File: src/rtl/gpr_wb_scheduler.sv
// GPR writeback scheduler: arbitrates EXU/LSU onto the single GPR write port and tracks busy registers.
// Optional WB_BYPASS_EN adds forwarding of the in-flight write to decode.
module gpr_wb_scheduler #(
    parameter int DATA_WIDTH = 64,
    parameter int RF_SIZE    = 5
) (
    input  logic                    clk,
    input  logic                    rst_n,
    input  logic                    issue_valid_i,
    input  logic [RF_SIZE-1:0]      issue_rd_i,
    output logic                    issue_ready_o,
    input  logic [RF_SIZE-1:0]      rs1_i,
    input  logic [RF_SIZE-1:0]      rs2_i,
    output logic                    hazard_o,
    input  logic                    exu_valid_i,
    input  logic [RF_SIZE-1:0]      exu_rd_i,
    input  logic [DATA_WIDTH-1:0]   exu_data_i,
    output logic                    exu_ready_o,
    input  logic                    lsu_valid_i,
    input  logic [RF_SIZE-1:0]      lsu_rd_i,
    input  logic [DATA_WIDTH-1:0]   lsu_data_i,
    output logic                    lsu_ready_o,
`ifdef WB_BYPASS_EN
    output logic                    fwd_rs1_o,
    output logic                    fwd_rs2_o,
    output logic [DATA_WIDTH-1:0]   fwd_data_o,
`endif
    output logic                    gpr_we_o,
    output logic [RF_SIZE-1:0]      gpr_rd_o,
    output logic [DATA_WIDTH-1:0]   gpr_data_o,
    output logic [2**RF_SIZE-1:0]   busy_o
);

    localparam int NREG = 2**RF_SIZE;

    typedef enum logic {SRC_EXU, SRC_LSU} src_e;

    src_e                  last_q, last_d;
    logic [NREG-1:0]       busy_q, busy_d;
    logic [NREG-1:0]       set_vec, clr_vec;
    logic                  gpr_we_q, gpr_we_d;
    logic [RF_SIZE-1:0]    gpr_rd_q, gpr_rd_d;
    logic [DATA_WIDTH-1:0] gpr_data_q, gpr_data_d;
    logic                  exu_gnt, lsu_gnt, issue_acc;
    logic                  haz1, haz2;
    logic                  fwd1, fwd2;

    // Round-robin: on a conflict the source not granted last time wins.
    always_comb begin
        exu_gnt   = rst_n & exu_valid_i & (~lsu_valid_i | (last_q == SRC_LSU));
        lsu_gnt   = rst_n & lsu_valid_i & (~exu_valid_i | (last_q == SRC_EXU));
        issue_acc = rst_n & issue_valid_i & ~busy_q[issue_rd_i];
    end

    always_comb begin
        last_d     = last_q;
        gpr_we_d   = 1'b0;
        gpr_rd_d   = gpr_rd_q;
        gpr_data_d = gpr_data_q;
        unique case (1'b1)
            exu_gnt: begin
                last_d     = SRC_EXU;
                gpr_we_d   = (exu_rd_i != '0);
                gpr_rd_d   = exu_rd_i;
                gpr_data_d = exu_data_i;
            end
            lsu_gnt: begin
                last_d     = SRC_LSU;
                gpr_we_d   = (lsu_rd_i != '0);
                gpr_rd_d   = lsu_rd_i;
                gpr_data_d = lsu_data_i;
            end
            default: ;
        endcase
    end

    // Set beats clear when an issue lands on the edge that retires the same register.
    always_comb begin
        set_vec = '0;
        clr_vec = '0;
        if (issue_acc && (issue_rd_i != '0)) begin
            set_vec[issue_rd_i] = 1'b1;
        end
        if (gpr_we_q) begin
            clr_vec[gpr_rd_q] = 1'b1;
        end
        busy_d    = (busy_q & ~clr_vec) | set_vec;
        busy_d[0] = 1'b0;
    end

    always_comb begin
`ifdef WB_BYPASS_EN
        fwd1 = gpr_we_q & (gpr_rd_q == rs1_i) & (rs1_i != '0);
        fwd2 = gpr_we_q & (gpr_rd_q == rs2_i) & (rs2_i != '0);
`else
        fwd1 = 1'b0;
        fwd2 = 1'b0;
`endif
        haz1 = (rs1_i != '0) & busy_q[rs1_i] & ~fwd1;
        haz2 = (rs2_i != '0) & busy_q[rs2_i] & ~fwd2;
    end

    always_ff @(posedge clk or negedge rst_n) begin
        if (!rst_n) begin
            last_q     <= SRC_LSU;
            busy_q     <= '0;
            gpr_we_q   <= 1'b0;
            gpr_rd_q   <= '0;
            gpr_data_q <= '0;
        end else begin
            last_q     <= last_d;
            busy_q     <= busy_d;
            gpr_we_q   <= gpr_we_d;
            gpr_rd_q   <= gpr_rd_d;
            gpr_data_q <= gpr_data_d;
        end
    end

    assign issue_ready_o = issue_acc;
    assign exu_ready_o   = exu_gnt;
    assign lsu_ready_o   = lsu_gnt;
    assign hazard_o      = haz1 | haz2;
    assign gpr_we_o      = gpr_we_q;
    assign gpr_rd_o      = gpr_rd_q;
    assign gpr_data_o    = gpr_data_q;
    assign busy_o        = busy_q;
`ifdef WB_BYPASS_EN
    assign fwd_rs1_o     = fwd1;
    assign fwd_rs2_o     = fwd2;
    assign fwd_data_o    = gpr_data_q;
`endif

endmodule

File: config.mk
export PLATFORM = sky130hd
export DESIGN_NAME = gpr_wb_scheduler
export DESIGN_NICKNAME = d
export VERILOG_FILES = /design/src/rtl/gpr_wb_scheduler.sv
export SDC_FILE = /design/constraint.sdc
export NUM_CORES = 1
export LEC_CHECK = 0
export BUFFER_PORTS_ARGS = -buffer_cell sky130_fd_sc_hd__buf_2
export CORE_MARGIN = 2
export CORE_UTILIZATION = 35
export CTS_BUF_LIST = sky130_fd_sc_hd__clkbuf_2 sky130_fd_sc_hd__clkbuf_4 sky130_fd_sc_hd__clkbuf_8
export DETAILED_ROUTE_END_ITERATION = 8
export MAX_ROUTING_LAYER = met4
export SLEW_MARGIN = 30
export SYNTH_ARGS = -nofsm -noshare
export SYNTH_HDL_FRONTEND = slang
export SYNTH_SLANG_ARGS = --single-unit
File: constraint.sdc
create_clock -name clk -period 2.51 [get_ports clk]
set_input_delay 0.502 -clock clk [delete_from_list [all_inputs] [get_ports clk]]
set_output_delay 0.502 -clock clk [all_outputs]
set_load 0.03 [all_outputs]
# Word level (Yosys, flattened, before mapping)
# Cells that the tools add are included.
[classes]
n_lt_le_gt_ge = 6
mux = 16
bitwise = 18
n_reduce_logical = 9
[ops]
columns = ["op", "count"]
rows = [
  ["64-bit one-hot mux with 2 select lines", 1],
  ["32-bit 2-to-1 mux", 2],
  ["32-bit AND", 1],
  ["32-bit NOT", 1],
  ["32-bit bitwise OR", 1],
  ["5-bit nonzero test", 5],
  ["5-bit by 6-bit < comparator with 1-bit output (second input constant)", 4],
  ["1-bit binary-select mux with 5-bit select", 3],
  ["1-bit demux with 5-bit select", 2],
  ["5-bit by 1-bit greater-or-equal comparator with 1-bit output (second input constant)", 2],
  ["5-bit one-hot mux with 2 select lines", 1],
  ["1-bit AND", 8],
  ["1-bit 2-to-1 mux", 5],
  ["1-bit NOT", 4],
  ["1-bit one-hot mux with 2 select lines", 2],
  ["1-bit logical AND", 3],
  ["1-bit bitwise OR", 3],
  ["2-bit nonzero test", 1],
]
[totals]
regBits = 102
in_bits = 158
output_inout_bits = 106
elab_cells = 54

# Depth between registers and ports, before layout
# Gate-level depths: netlist of the first run.
[depth]
ltp_word = 8
depth_mapped = 8
ltp_nobuf = 5

# Worst setup path after synthesis of the first run
# Ideal clock, no wire load.
[synth_timing]
kind = "in2out"
start = "in issue_rd_i[0]"
end = "out issue_ready_o"
arrival_time_ps = 2060
t_required_ps = 2008
slack_ps = -52
stages = 7
path_buffers = 2
cell_sequence = "buf_6 buf_12 mux4_2 mux2_4 nand3_1 nand2_1 nor2_1"
[synth_between]
elab_chain_cells = 4
[synth_rtl]
columns = ["element", "line", "text"]
rows = [
  ["start: declaration", "10", "input logic [RF_SIZE-1:0] issue_rd_i,"],
  ["1-bit binary-select mux with 5-bit select", "52", "issue_acc = rst_n & issue_valid_i & ~busy_q[issue_rd_i];"],
  ["1-bit 2-to-1 mux (not written as such)", "52", ""],
  ["1-bit NOT", "52", ""],
  ["1-bit AND", "52", ""],
  ["end: declaration", "11", "output logic issue_ready_o,"],
]
# No other way between the ends. The select of a mux whose other input is x is not followed.

# Worst setup path after layout of the first run
[layout_timing]
start = "reg busy_q[10], in the netlist busy_o[10]"
end = "out hazard_o"
[layout_between]
elab_chain_cells = 4
elab_cells_between_ends = 7
classes_between = "mux (4); bitwise (3)"
[layout_rtl]
columns = ["element", "line", "text"]
rows = [
  ["start: declaration", "39", "logic [NREG-1:0] busy_q, busy_d;"],
  ["start signal: assignment", "112", "busy_q <= busy_d;"],
  ["1-bit binary-select mux with 5-bit select (on tied branches)", "99, 100", ""],
  ["1-bit 2-to-1 mux (on tied branches)", "99, 100", ""],
  ["1-bit AND (on tied branches)", "99, 100", ""],
  ["1-bit bitwise OR *", "122", "assign hazard_o = haz1 | haz2;"],
  ["end: declaration", "14", "output logic hazard_o,"],
]
# Mark *: on every way between the ends. The rest lies on a longest branch, timed or not. The select of a mux whose other input is x is not followed.

==> run_results.csv, run 1 <==
group,metric,value,unit
run_status,outcome,"finished clean",
global_routing,antenna_found_initial,1,
synthesis,ys.flop_type,"dfrtp_1",
critical_path,crit_path_end_kind,"output port",
final_layout,utilization,47.8,%
critical_path,worstPathRequired,2.01,ns
cts,cts_root_buf,"clkbuf_8",
synthesis,syn_avg_cell_area,9.03,um^2
cts,htree_num_levels,3,
floorplan,die_w,130,um
synthesis,synth_area,0.00556,mm^2
synthesis,ys_seq_area_share,45.9,%
cts,cts_tree,"yes",
cts,clkLatencyLatePin,0.37,ns
synthesis,synthesis.nets,774,
global_routing,overflow,0,
synthesis,ys_ff_latch,102,
sta,rsz0062_at_grt,"yes",
critical_path,start_kind,"flop",
synthesis,async_reset_ff_share,100,%
synthesis,synth_cell_types,61,
place,placedCellCount,1073,
cts,clk_pin_slew_worst_paths,0.11,ns
route,vias,5713,
sta,finalClockSkew,0.0138,ns
final_layout,fin_cells,1103,
critical_path,worstPathArrival,1.99,ns
route,drc,0,
place,hpwlAfterDp,13800,um
place,place_area,0.00716,mm^2
floorplan,die_area,0.0169,mm^2
global_routing,grt_max_degree,135,
sta,max_freq,401,MHz
cts,numClockSinks,102,
flow_run,cap_violations,0,
pwr,power.static_leakage,3.51,nW
synthesis,synthTopCellsByArea,"dfrtp_1 (45%), nand2_1 (9.6%), a31oi_1 (7.3%), nor2_1 (5.0%), mux4_2 (4.9%)",
place,dp_slack,-0.00464,ns
global_routing,first_global_vias,5468,
global_routing,grt_first_pass_wirelength,28600,um
floorplan,core_area,0.0157,mm^2
sta,drv_slew,0,
synthesis,yosys.area.top_type,"dfrtp_1",
synthesis,synthCells,616,
pwr,power_density,933,mW/mm^2
final_layout,fillers,1509,
synthesis,synth_edf_count,0,
place,gp_congestion,0.937,
synthesis,yosysWarningCount,0,
worst_hold_path,hp-class,"in2async",
floorplan,start_util,35.4,%
final_layout,drive_gt1_share,41.7,%
route,viasPerCell,5.18,
sta,relSlewSlack,47.6,%
sta,hold_viol,0,
final_layout,final_cell_area,0.00751,mm^2
floorplan,fp-row-count,46,
synthesis,synth_top_area_share,45.4,%
sta,finalCriticalPeriod,2.49,ns
critical_path,path_class,"reg2out",
place,numPortBuffers,262,
route,postRouteWirelength,18700,um
cts,clock_path_buffers,2,
final_layout,syn_to_final_growth,35.0,%
sta,postLayoutSetupSlackWorst,0.0153,ns
floorplan,io_pins,264,
sta,min_period_over_period,99.4,%
pwr,power.total,7.01,mW
route,ant_nets,0,
floorplan,chipHeight,130,um
route,detail_route.wl_per_cell,17.0,um
route,drt_iter0_drc,333,
cts,cts_inserted_buffers,9,
global_routing,track_usage,22.4,%
sta,setup_viol,0,
critical_path,critPathMaxFanout,3,
route,first_pass_iters,5,
pwr,irDropWorstVdd,0.400,mV
final_layout,fin_nets,1038,
sta,tightest_slew,0.786,ns
## flip-flops by register name, indices dropped and copies added (netlist names)
signal and flops:
busy_o 31, last_q 1, gpr_we_o 1, gpr_rd_o 5, gpr_data_o 64
## critical path, cell delays in order (launching register included)
cell and delay (ns):
dfrtp_1 0.42, buf_4 0.16, mux4_2 0.44, mux2i_1 0.18, nor3_1 0.06, nor2_1 0.10, nand4_1 0.11, buf_6 0.16
## per-layer routing
layer	share of wire [%]	track usage [%]	up-vias
met4	1.5	6.33	0
met5	0	-	-
met1	43	29.0	2753
li1	-	-	2722
met2	48	36.0	220
met3	8.1	4.55	18
## placed cells by master, fill, tap and decap left out, drive strengths merged, types with 3 or more instances in the layout
master	instances
a21oi	7
nor2b	4
o21ai	48
dfrtp	101
nand3	8
mux4	14
nor2	74
clkbuf	10
a31oi	65
buf	300
o41ai	9
nor3	3
or2	4
a22oi	4
o31ai	9
nand3b	5
nand2b	11
inv	9
mux2	6
a2111oi	4
nand2	145
nor4	3
mux2i	11
## synth_stat cells, drive strengths merged (5+ instances only)
library cell / instances
nand2: 145
dfrtp: 101
nor2: 74
a31oi: 65
o21ai: 48
clkbuf: 36
mux4: 14
mux2i: 11
nand2b: 11
buf: 10
o31ai: 9
o41ai: 9
inv: 8
nand3: 8
a21oi: 7
mux2: 6
nand3b: 5
## repair_timing
action | in CTS | in global routing
cloned | 0 | 0
setup buffers | 11 | 1
resized for setup | 13 | 9
setup endpoints to repair | 2 | 2
pin swaps | 4 | 3
hold buffers | 0 | 0
## path summary, 6_finish.rpt
check                                from             end  cells past startpoint  slack (ns)
min                                 rst_n  gpr_data_o[48]                      2        0.13
max in group asynchronous           rst_n      busy_o[15]                      2        1.66
min in group clk           exu_data_i[45]  gpr_data_o[45]                      3        0.37
min reg2reg                        last_q          last_q                      2        0.50
max reg2reg                    busy_o[30]      busy_o[29]                      6        0.51
max                            busy_o[10]        hazard_o                      7        0.02
## kinds of logic (layout without fill, tap and decap cells)
kind of cell           count (synthesis)  in the layout  synth area share (%)
AO/OA/AOI/OAI                        160            160                  19.4
buffers and inverters                 55            324                  4.79
flip-flops                           102            102                  45.9
multiplexers                          31             31                  9.13
other                                  1              3                0.0674
AND/OR/NAND/NOR                      267            267                  20.7
## where the power goes
group | switching, mW | internal (mW) | leakage (nW)
clock network | 0.592 | 0.496 | 0.100
registers | 0.509 | 2.12 | 1.16
logic | 2.02 | 1.27 | 2.26
total | 3.12 | 3.89 | 3.51
## metrics by stage
stage	TNS, ns	hold slack [ns]
finish	0	0.129
global route	-0.176	0.125
CTS	-0.0232	0.124
detailed placement	-0.00464	0.492
global placement	0	0.492
floorplan	0	0.206
## area by class of cell
type | count | area [um^2] | area share, %
flip-flops and latches | 102 | 2560 | 34.0
repair buffers | 300 | 1660 | 22.1
diodes | 2 | 5.00 | 0.0666
clock inverters | 6 | 70.1 | 0.933
clock buffers | 10 | 138 | 1.83
inverters | 8 | 30.0 | 0.400
well taps | 216 | 270 | 3.60
multi-input cells | 459 | 2790 | 37.1
Power figures use the tool's default switching activity.
==> run 2, diff against run 1 <==
==> constraint.sdc (replaced) <==
create_clock -name clk -period 2.51 [get_ports clk]
set_input_delay 0.251 -clock clk [delete_from_list [all_inputs] [get_ports clk]]
set_output_delay 0.251 -clock clk [all_outputs]
set_load 0.03 [all_outputs]
==> run 2 against run 1 <==
Via count fell by 0.60%. Sequential power barely moved. Wire length rose by 0.41%. Combinational power fell by 9.4%. Final area fell by 2.9%. First-iteration DRC count rose by 3.3%. Die area did not move. Sequential share of layout area rose by 0.96 points. Setup slack improved by 0.15 ns. Global-route usage rose by 0.20 points. Final cell count fell by 1.9%. Highest routed layer unchanged.
==> run_results.csv, run 2 (synthesis results as in run 1) <==
group,metric,value,unit
run_status,outcome,"finished clean",
final_layout,utilization,46.4,%
critical_path,r2r_slack,0.49,ns
floorplan,die_w,130,um
worst_hold_path,holdPathEnd,"gpr_data_o[3]",
cts,post_cts_buffers,0,
floorplan,start_util,35.4,%
place,placedCellCount,1060,
cts,cts_tree,"yes",
route,drc,0,
place,hpwlAfterDp,14100,um
sta,relSlewSlack,50.6,%
critical_path,worstPathArrival,2.09,ns
final_layout,syn_to_final_growth,31.1,%
global_routing,first_global_vias,5384,
global_routing,track_usage,22.7,%
floorplan,chipHeight,130,um
pwr,power_density,921,mW/mm^2
place,numPortBuffers,262,
final_layout,drive_gt1_share,38.3,%
final_layout,fin_cells,1082,
critical_path,crit_path_end_kind,"output port",
sta,max_freq,427,MHz
sta,finalClockSkew,0.00790,ns
final_layout,final_common_cell,"buf_2",
cts,htree_num_levels,3,
cts,cts_root_buf,"clkbuf_8",
final_layout,largest_register_ffs,64,
final_layout,most-common-layout-cells,"buf_2 (261), nand2_1 (143), dfrtp_1 (101)",
route,detail_route.wl_per_cell,17.4,um
pwr,irDropWorstVdd,0.412,mV
route,postRouteWirelength,18800,um
critical_path,start_kind,"flop",
critical_path,worstPathRequired,2.26,ns
pwr,power.total,6.72,mW
sta,drv_slew,0,
worst_hold_path,worstHoldPathCells,3,
cts,cts_inserted_buffers,9,
critical_path,r2r_start,"busy_o[3]",
cts,clkLatencyLatePin,0.36,ns
sta,hold-worst-slack,0.122,ns
worst_hold_path,hp-class,"in2reg",
route,first_pass_iters,5,
global_routing,grt_first_pass_wirelength,28800,um
place,gp_congestion,0.875,
route,ant_nets,0,
pwr,power.static_leakage,3.39,nW
route,vias,5679,
critical_path,reg2regPathDepth,6,
cts,numClockSinks,102,
critical_path,worstReg2RegEnd,"busy_o[9]",
sta,tns,0,ns
global_routing,overflow,0,
floorplan,io_pins,264,
global_routing,antenna_found_initial,4,
global_routing,grt_max_degree,105,
sta,finalCriticalPeriod,2.34,ns
route,viasPerCell,5.25,
route,drt_iter0_drc,344,
worst_hold_path,min_from,"exu_data_i[3]",
critical_path,critPathMaxFanout,5,
floorplan,die_area,0.0169,mm^2
final_layout,fin_nets,1015,
sta,setup_viol,0,
cts,clk_pin_slew_worst_paths,0.11,ns
cts,clock_path_buffers,2,
sta,tightest_slew,0.739,ns
sta,rsz0062_at_grt,"no",
floorplan,core_area,0.0157,mm^2
floorplan,fp-row-count,46,
sta,hold_viol,0,
critical_path,path_class,"reg2out",
sta,min_period_over_period,93.3,%
flow_run,cap_violations,0,
[run 2: cell count changes in the layout (fill, tap and decap cells not counted), sizes merged]
cell and delta:
clkinv -1, dlygate4sd3 +2, buf -25, diode +3
[run 2: timing repair]
action / in CTS / in global routing
hold buffers: 2 / 0
endpoints found under the setup margin: 0 / 2
hold endpoints to repair: 15 / 0
gates resized for setup: 0 / 2
[run 2: report_power, final]
group | total [mW] | switching, mW | internal [mW]
sequential | 2.66 | 0.547 | 2.12
combinational | 2.98 | 1.90 | 1.08
clock | 1.07 | 0.589 | 0.486
total | 6.72 | 3.03 | 3.68
[run 2: worst max-delay path by stage]
stage	slack (ns)	end	startpoint	cells past startpoint
after CTS	0.15	issue_ready_o	busy_o[29]	6
final	0.17	issue_ready_o	busy_o[11]	6
after floorplan	0.32	issue_ready_o	busy_o[11]	5
after global routing	0.03	issue_ready_o	busy_o[29]	6
after detailed placement	0.21	busy_o[9]	issue_rd_i[0]	7
after global placement	0.33	busy_o[9]	issue_rd_i[0]	7
[run 2: area by class of cell]
class,instances,area [um^2]
Antenna cell,5,12.5
Fill cell,1592,8420
Sequential cell,102,2550
Inverter,8,30.0
Clock inverter,5,58.8
Clock buffer,10,138
Tap cell,216,270
Timing Repair Buffer,277,1470
Multi-Input combinational cell,459,2760
[run 2: through the flow]
stage / instance area [um^2] / setup slack [ns]
floorplan: 5560 / 0.316
finish: 7290 / 0.169
detailed placement: 7060 / 0.209
global placement: 7060 / 0.329
CTS: 7270 / 0.146
global route: 7290 / 0.0262
[run 2: worst max-delay path, cell delays in order, from the launching register on]
cell,delay (ns)
dfrtp_1,0.45
mux4_1,0.51
mux2_2,0.29
nand2b_1,0.07
a21oi_1,0.06
nor2_1,0.13
buf_2,0.22
[run 2: layer usage]
metal  wire [um]  global-route usage, %
met1        7840                   28.9
met2        9340                   36.7
met3        1470                   5.58
met4         170                   5.12
met5           0                      -
